`config.mk`:
```
export PLATFORM = sky130hd
export DESIGN_NAME = rx_iq_stream_arbiter
export DESIGN_NICKNAME = d
export VERILOG_FILES = /design/src/rtl/rx_iq_stream_arbiter.sv
export SDC_FILE = /design/constraint.sdc
export NUM_CORES = 1
export LEC_CHECK = 0
export CAP_MARGIN = 20
export CORE_UTILIZATION = 60
export CTS_BUF_LIST = sky130_fd_sc_hd__clkbuf_2 sky130_fd_sc_hd__clkbuf_4 sky130_fd_sc_hd__clkbuf_8
export DETAILED_ROUTE_END_ITERATION = 10
export GPL_ROUTABILITY_DRIVEN = 1
export PLACE_DENSITY = 0.85
export SKIP_CTS_REPAIR_TIMING = 1
export SYNTH_ARGS = -nofsm -noshare
export SYNTH_HDL_FRONTEND = slang
export SYNTH_SLANG_ARGS = --single-unit
export TNS_END_PERCENT = 30
```
`constraint.sdc`:
```
create_clock -name clk_in -period 5.37 [get_ports clk_in]
set_input_delay 0.537 -clock clk_in [delete_from_list [all_inputs] [get_ports clk_in]]
set_output_delay 0.537 -clock clk_in [all_outputs]
set_load 0.01 [all_outputs]
```
`src/rtl/rx_iq_stream_arbiter.sv`:
```
// RX IQ stream arbiter: per-channel voice/spectrum FIFOs with a voice-priority scheduler that
// hands one IQ pair per bus read request. Optional drop counters: define RX_IQ_ARB_DROPCNT_EN.
module rx_iq_stream_arbiter #(
  parameter int unsigned DEPTH_LOG2   = 4,
  parameter int unsigned STARVE_LIMIT = 3
) (
  input  logic                  clk_in,
  input  logic                  reset_in,
  input  logic                  voice_valid,
  input  logic [15:0]           VOICE_I,
  input  logic [15:0]           VOICE_Q,
  input  logic                  spec_valid,
  input  logic [15:0]           SPEC_I,
  input  logic [15:0]           SPEC_Q,
  input  logic                  rd_req,
  output logic                  rd_ack,
  output logic [15:0]           out_I,
  output logic [15:0]           out_Q,
  output logic                  out_src,
  output logic                  out_empty,
  output logic [DEPTH_LOG2:0]   voice_level,
  output logic [DEPTH_LOG2:0]   spec_level,
  output logic                  voice_ovf,
  output logic                  spec_ovf,
  input  logic                  ovf_clear,
  output logic [7:0]            voice_drops,
  output logic [7:0]            spec_drops
);

  localparam int unsigned Depth  = 1 << DEPTH_LOG2;
  localparam int unsigned PtrW   = DEPTH_LOG2;
  localparam int unsigned LevelW = DEPTH_LOG2 + 1;
  localparam int unsigned StW    = (STARVE_LIMIT < 2) ? 1 : $clog2(STARVE_LIMIT + 1);

  typedef enum logic [1:0] {StIdle, StGrant, StAck} state_e;

  state_e state_q, state_d;

  logic [31:0] voice_mem [Depth];
  logic [31:0] spec_mem  [Depth];

  logic [PtrW-1:0]   voice_wr_ptr_q, voice_rd_ptr_q, spec_wr_ptr_q, spec_rd_ptr_q;
  logic [LevelW-1:0] voice_level_q, voice_level_d, spec_level_q, spec_level_d;
  logic [StW-1:0]    starve_q, starve_d;
  logic [15:0]       out_i_q, out_q_q;
  logic              out_src_q, out_empty_q;
  logic              voice_ovf_q, spec_ovf_q;

  logic voice_full, spec_full, voice_ne, spec_ne;
  logic voice_wr, spec_wr, voice_pop, spec_pop;
  logic voice_drop, spec_drop;

  // Full is judged on the pre-edge level, so a same-cycle pop never rescues a write.
  assign voice_full = (voice_level_q == LevelW'(Depth));
  assign spec_full  = (spec_level_q == LevelW'(Depth));
  assign voice_ne   = (voice_level_q != '0);
  assign spec_ne    = (spec_level_q != '0);
  assign voice_wr   = voice_valid & ~voice_full;
  assign spec_wr    = spec_valid & ~spec_full;
  assign voice_drop = voice_valid & voice_full;
  assign spec_drop  = spec_valid & spec_full;

  always_comb begin
    state_d   = state_q;
    voice_pop = 1'b0;
    spec_pop  = 1'b0;
    starve_d  = starve_q;
    unique case (state_q)
      StIdle: begin
        if (rd_req) state_d = StGrant;
      end
      StGrant: begin
        state_d = StAck;
        if (voice_ne && (!spec_ne || (starve_q < StW'(STARVE_LIMIT)))) begin
          voice_pop = 1'b1;
          if (spec_ne && (starve_q != StW'(STARVE_LIMIT))) starve_d = starve_q + StW'(1);
        end else if (spec_ne) begin
          spec_pop = 1'b1;
          starve_d = '0;
        end
      end
      StAck: begin
        state_d = StIdle;
      end
      default: state_d = StIdle;
    endcase
  end

  assign voice_level_d = voice_level_q + LevelW'(voice_wr) - LevelW'(voice_pop);
  assign spec_level_d  = spec_level_q + LevelW'(spec_wr) - LevelW'(spec_pop);

  always_ff @(posedge clk_in) begin
    if (voice_wr) voice_mem[voice_wr_ptr_q] <= {VOICE_I, VOICE_Q};
    if (spec_wr)  spec_mem[spec_wr_ptr_q]   <= {SPEC_I, SPEC_Q};
  end

  always_ff @(posedge clk_in or posedge reset_in) begin
    if (reset_in) begin
      state_q        <= StIdle;
      voice_wr_ptr_q <= '0;
      voice_rd_ptr_q <= '0;
      spec_wr_ptr_q  <= '0;
      spec_rd_ptr_q  <= '0;
      voice_level_q  <= '0;
      spec_level_q   <= '0;
      starve_q       <= '0;
      out_i_q        <= '0;
      out_q_q        <= '0;
      out_src_q      <= 1'b0;
      out_empty_q    <= 1'b0;
      voice_ovf_q    <= 1'b0;
      spec_ovf_q     <= 1'b0;
    end else begin
      state_q       <= state_d;
      voice_level_q <= voice_level_d;
      spec_level_q  <= spec_level_d;
      starve_q      <= starve_d;
      if (voice_wr)  voice_wr_ptr_q <= voice_wr_ptr_q + PtrW'(1);
      if (spec_wr)   spec_wr_ptr_q  <= spec_wr_ptr_q + PtrW'(1);
      if (voice_pop) voice_rd_ptr_q <= voice_rd_ptr_q + PtrW'(1);
      if (spec_pop)  spec_rd_ptr_q  <= spec_rd_ptr_q + PtrW'(1);
      if (state_q == StGrant) begin
        if (voice_pop) begin
          {out_i_q, out_q_q} <= voice_mem[voice_rd_ptr_q];
          out_src_q          <= 1'b1;
          out_empty_q        <= 1'b0;
        end else if (spec_pop) begin
          {out_i_q, out_q_q} <= spec_mem[spec_rd_ptr_q];
          out_src_q          <= 1'b0;
          out_empty_q        <= 1'b0;
        end else begin
          // Empty response keeps the last source indication.
          out_i_q     <= '0;
          out_q_q     <= '0;
          out_empty_q <= 1'b1;
        end
      end
      if (ovf_clear) begin
        voice_ovf_q <= 1'b0;
        spec_ovf_q  <= 1'b0;
      end else begin
        if (voice_drop) voice_ovf_q <= 1'b1;
        if (spec_drop)  spec_ovf_q  <= 1'b1;
      end
    end
  end

`ifdef RX_IQ_ARB_DROPCNT_EN
  logic [7:0] voice_drops_q, spec_drops_q;

  always_ff @(posedge clk_in or posedge reset_in) begin
    if (reset_in) begin
      voice_drops_q <= '0;
      spec_drops_q  <= '0;
    end else if (ovf_clear) begin
      voice_drops_q <= '0;
      spec_drops_q  <= '0;
    end else begin
      if (voice_drop && (voice_drops_q != 8'hff)) voice_drops_q <= voice_drops_q + 8'd1;
      if (spec_drop && (spec_drops_q != 8'hff))   spec_drops_q  <= spec_drops_q + 8'd1;
    end
  end

  assign voice_drops = voice_drops_q;
  assign spec_drops  = spec_drops_q;
`else
  assign voice_drops = '0;
  assign spec_drops  = '0;
`endif

  assign rd_ack      = (state_q == StAck);
  assign out_I       = out_i_q;
  assign out_Q       = out_q_q;
  assign out_src     = out_src_q;
  assign out_empty   = out_empty_q;
  assign voice_level = voice_level_q;
  assign spec_level  = spec_level_q;
  assign voice_ovf   = voice_ovf_q;
  assign spec_ovf    = spec_ovf_q;

endmodule

```
# Word level (Yosys, flattened, before mapping)
# Memories as Yosys holds them, arrays and structs flattened.
# Cells that the tools add are included.
# totals
register_bits	66
inputBits	70
elab_cells	78
ram_bits	1024
n_memories	2
# classes
n_addsub	9
n_bitwise	6
n_reduce_logical	13
eq_ne	7
order_cmp	1
mux	26
# memory_table
memory	words	word_bits	rd	rd_clocked_by_memory_dff	write_ports	line_no	text
spec_mem	16	32	1	0	1	40	logic [31:0] spec_mem [Depth];
voice_mem	16	32	1	0	1	39	logic [31:0] voice_mem [Depth];
# ops
op	count
$mux 16	4
$mux 1	17
$add 4x1->4 const B	4
$add 5x1->5	2
$eq 5x5->1 const B	2
$reduce_bool 5->1	2
$sub 5x1->5	2
$mux 2	4
$reduce_bool 2->1	4
$and 1x1->1	4
$ne 2x2->1 const B	2
$pmux 2 s2	1
$reduce_and 3->1	1
$add 2x1->2 const B	1
$eq 2x1->1 const B	1
$eq 2x2->1 const B	1
$logic_and 1x1->1	2
$logic_not 2->1	1
$lt 2x2->1 const B	1
$ne 2x1->1 const B	1
$not 1->1	2
$reduce_and 2->1	1
$logic_not 1->1	1
$logic_or 1x1->1	1

# Depth between registers and ports, before layout
# depth
depth_word	8
mapped_depth	15
depth_no_buf	14

# Least setup slack after synthesis
# OpenSTA, ideal clock, no wires.
# synth_timing
path_kind	register to register
from	register spec_level_q[2] (netlist: spec_level[2])
to	memory spec_mem[3][0] (enable)
setup_ns	0.501
arrival_time_ns	4.192
slack_ns	0.677
synth_period_minus_slack_ns	4.693
path_buffers	0
path_stages_with_launch	7
cell_sequence	dfrtp_1 inv_1 ha_1 nand2_1 o31a_1 inv_1 nor4_1
# synth_between
elab_chain_len	5
# synth_lines
item	line_no	text
start, declared	43	logic [LevelW-1:0] voice_level_q, voice_level_d, spec_level_q, spec_level_d;
start signal, assigned	116	spec_level_q <= spec_level_d;
$eq 5x5->1	55	assign spec_full = (spec_level_q == LevelW'(Depth));
$not 1->1	59	assign spec_wr = spec_valid & ~spec_full;
$and 1x1->1	59	
$mux 1	94	if (spec_wr) spec_mem[spec_wr_ptr_q] <= {SPEC_I, SPEC_Q};
$mux 1 (implied by the code)	94	
end, declared	40	
# No other way between the ends.

# Worst setup path after layout
# layout_timing
from	register spec_level_q[3] (netlist: spec_level[3])
to	register voice_level_q[4] (netlist: voice_level[4])
# layout_between
elab_chain_len	7
# layout_lines
item	line_no	text
$reduce_bool 5->1	57	assign spec_ne = (spec_level_q != '0);
$logic_not 1->1	74	if (voice_ne && (!spec_ne || (starve_q < StW'(STARVE_LIMIT)))) begin
$logic_or 1x1->1	74	
$logic_and 1x1->1	74	
$mux 1	74	
$mux 1	68	unique case (state_q)
$sub 5x1->5	89	assign voice_level_d = voice_level_q + LevelW'(voice_wr) - LevelW'(voice_pop);
named net voice_level_d[4]	43	
end signal, assigned	115	voice_level_q <= voice_level_d;
end, declared	43	
# The timed path passes the listed nets, and every way through them passes these cells.
# A chain may end at the register's enable or synchronous reset.

==> out/metrics.cfg <==
[logic_synthesis]
syn_area_mm2 = 0.04222
synth-main-ff-cell = sky130_fd_sc_hd__edfxtp_1
synth-xor-area-share_pct = 0.4356
ys_ff_latch = 1090
synth_top_area_share_pct = 72.83
synth_compound_area_share_pct = 2.872
synth_top_area_cell = sky130_fd_sc_hd__edfxtp_1
synth.lib_cells_used.distinct = 45
synth_async_sr_flop_share_pct = 6.055
post_synth_main_area_contributors = sky130_fd_sc_hd__edfxtp_1 (73%), sky130_fd_sc_hd__mux4_2 (12%), sky130_fd_sc_hd__dfrtp_1 (3.9%)
netlist_instances = 1924
synthAdderAreaFrac_pct = 0.7468
avgSynthCellArea_um2 = 21.94
yosys-mux-area-fraction_pct = 15.98
synth_enable_flop_cells = 1024
synth-simple-area-share_pct = 1.378
yosysSeqAreaShare_pct = 76.74
ys.warnings.count = 0
dominant_combinational_cell_family_by_area_after_synthesis = multiplexers

[clock_tree]
cts_root_buffer = sky130_fd_sc_hd__clkbuf_8
cts_tree = built
cts.path.max_buffers = 3
tritoncts.num_buffers = 163
cts_max_level = 4
clock_insertion_delay_worst_skew_ps = 790
clkSinkCount = 1090
clk_pin_slew_ps = 60

[sta]
setup-violations-final = 0
fin_setup_tns_ps = 0
hold_viol = 0
fin_ws_ps = 2176
worst_pin_slew_ps = 1129
timing.slew.headroom_pct = 24.74
finalMaxSlewViolations = 0
max_clock_freq_ghz = 0.3131
clock_skew_ps = 25.50
period_share_pct = 59.47
rsz_0062_raised_after_global_routing = false
layout_min_cycle_time_ps = 3194
hold_slack_ps = 331.0

[drt]
avgViaCountPerCell = 6.465
drt_iter0_markers = 2446
route.antenna.remaining_nets = 0
route.detailed.drc = 0
vias = 20745
drt_wl_total_um = 90320
firstDrtPassIters = 5
post_drt_wl_per_cell_um = 28.14

[global_routing]
grt_pass1_vias = 21635
grt_start_max_net_pins = 130
global_route_wire_length_before_repair_um = 133500
grt_use_total_pct = 26.05
antenna_found_initial = 8
grt_overflow_total = 0

[worst_setup_path]
worst_path_largest_cell_delay_ps = 630
crit_chain = inv_1 > ha_1 > or4b_1 > a211oi_4 > xor2_1 > ha_1 > fa_1 > a21oi_1 > nor2_1 > nor2_1 > xnor2_1
cpMaxStageDelayCell = sky130_fd_sc_hd__or4b_1
crit_arrival_ps = 3890
critPathRequiredTime_ps = 6070
worst-setup-path-type = reg2reg
path_max_fanout = 7
endpoint_kind = flip-flop
critPathLaunchType = flip-flop

[pwr]
netSwitchingFraction_pct = 29.32
leakage_power_nw = 15.63
comb_power_share_pct = 25.9
seqPwrFrac_pct = 46.9
power_density_mw_per_mm2 = 494.2
p_switching_mw = 6.943
share_clk_of_total_power_pct = 27.2
max-vdd-ir-drop_v = 0.0003729
report.power.total_mw = 23.68
power_report.internal_total_mw = 16.74

[place]
numPlacedInstances = 2907
postPlaceCellArea_mm2 = 0.04467
io_buffers = 116
place_worst_setup_slack_ps = 2016
place_congestion = 0.8535
dp_hpwl_um = 51880

[layout]
layout.cell_area.non_filler_mm2 = 0.04792
net_count_final = 2241
areaGrowthSynthToFinish_pct = 13.49
final_core_utilization_pct = 69.38
share_of_cells_above_drive_strength_1_pct = 28.22
stdcell_count = 3209
fillers = 3864

[job]
cap_violations = 0

[floorplan]
horizontal_extent_of_the_die_um = 267.3
placement_rows = 96
io_pins = 133
die_area_mm2 = 0.07143
floorplan.die.height_um = 267.3
initial_utilization_pct = 61.13
core-area_mm2 = 0.06907

[outcome]
result_of_the_run = finished, final reports clean

[worst_hold_path]
worstHoldPathType = in2reg

[per-layer routing]
| metal | part of all wire (%) | vias up | track usage, % |
|---|---|---|---|
| met1 | 37 | 10850 | 34.15 |
| met5 | 0.058 | - | 0 |
| li1 | - | 8497 | - |
| met3 | 9.6 | 190 | 6.096 |
| met2 | 50 | 1200 | 42.46 |
| met4 | 3.0 | 8 | 10.81 |
[worst max-delay path: cells and delay by family (launching register included)]
| family | cells | cell delay, ps |
|---|---|---|
| adders and majority gates | 3 | 880 |
| and+or+nand+nor | 3 | 810 |
| AOI/OAI and AO/OA | 2 | 650 |
| DFF | 1 | 410 |
| xor gates and xnor gates | 2 | 260 |
| buffers and inverters | 1 | 100 |
[final timing paths]
check,from,to,slack (ps),cells after the start
worst max-delay path,spec_level[3],voice_level[4],2180,11
worst min-delay path,rd_req,state_q[0],330,2
worst max register to register,spec_level[3],voice_level[4],2180,11
worst min register to register,state_q[1],state_q[0],450,1
max in group asynchronous,reset_in,spec_rd_ptr_q[0],3730,4
min in group asynchronous,reset_in,spec_rd_ptr_q[2],500,3
[state kept, by name (all words and copies together) (netlist names), 4 cells and up]
register        cells
out_I              16
out_Q              16
spec_level          5
spec_mem          512
spec_rd_ptr_q       4
spec_wr_ptr_q       4
voice_level         5
voice_mem         512
voice_rd_ptr_q      4
voice_wr_ptr_q      4
[placed cells by master, fill, tap and decap left out, types with 4 or more instances in the layout]
cell,count
sky130_fd_sc_hd__edfxtp_1,1024
sky130_fd_sc_hd__mux4_2,224
sky130_fd_sc_hd__clkbuf_8,171
sky130_fd_sc_hd__clkdlybuf4s50_1,116
sky130_fd_sc_hd__mux2i_1,96
sky130_fd_sc_hd__mux2_2,66
sky130_fd_sc_hd__a221oi_1,64
sky130_fd_sc_hd__clkbuf_4,59
sky130_fd_sc_hd__dfrtp_1,59
sky130_fd_sc_hd__clkinv_1,37
sky130_fd_sc_hd__nand2b_1,35
sky130_fd_sc_hd__o22ai_1,32
sky130_fd_sc_hd__a211o_1,32
sky130_fd_sc_hd__buf_4,28
sky130_fd_sc_hd__inv_1,25
sky130_fd_sc_hd__ha_1,22
sky130_fd_sc_hd__buf_12,17
sky130_fd_sc_hd__nand2_1,16
sky130_fd_sc_hd__xnor2_1,16
sky130_fd_sc_hd__nor2_4,16
sky130_fd_sc_hd__conb_1,16
sky130_fd_sc_hd__clkinv_2,15
sky130_fd_sc_hd__and2_2,9
sky130_fd_sc_hd__nor2_1,6
sky130_fd_sc_hd__clkinvlp_4,6
sky130_fd_sc_hd__xor2_1,5
sky130_fd_sc_hd__dfrtp_4,5
sky130_fd_sc_hd__a21oi_1,4
sky130_fd_sc_hd__nor3_2,4
sky130_fd_sc_hd__nor4_2,4
[area by class of cell]
class,instances,area [µm²],share of cell area [%]
tap,931,1165,2.431
multi-input combinational,701,9315,19.44
sequential,1090,32420,67.66
timing repair buffer,164,1777,3.708
clock buffer,230,2796,5.836
antenna,3,7.507,0.01567
clock inverter,63,330.3,0.6894
inverter,27,102.6,0.2141
[logic make-up (layout without fill, tap and decap cells)]
| group | Yosys count | in the layout |
|---|---|---|
| AO/OA/AOI/OAI | 148 | 148 |
| other | 1 | 19 |
| buffers and inverters | 148 | 484 |
| adder cells (fa/ha/maj) | 24 | 24 |
| AND/OR/NAND/NOR | 106 | 106 |
| multiplexers | 386 | 386 |
| XOR/XNOR | 21 | 21 |
| flip-flops | 1090 | 1090 |
[power by group through the flow]
stage	clock network, mW	registers (mW)	logic (mW)
CTS	6.54	11.1	6.14
detailed placement	0	11.3	6.09
floorplan	0	10.8	4.45
finish	6.45	11.1	6.14
global placement	0	11.2	5.82
global route	6.90	11.2	6.49
[cells in the mapped netlist, types with 26 or more instances]
master	count
sky130_fd_sc_hd__mux2_2	66
sky130_fd_sc_hd__a221oi_1	64
sky130_fd_sc_hd__mux2i_1	96
sky130_fd_sc_hd__a211o_1	32
sky130_fd_sc_hd__inv_1	26
sky130_fd_sc_hd__o22ai_1	32
sky130_fd_sc_hd__buf_2	37
sky130_fd_sc_hd__edfxtp_1	1024
sky130_fd_sc_hd__mux4_2	224
sky130_fd_sc_hd__dfrtp_1	66
sky130_fd_sc_hd__nand2b_1	36
sky130_fd_sc_hd__clkbuf_1	43
(Power assumes the default switching activity.)
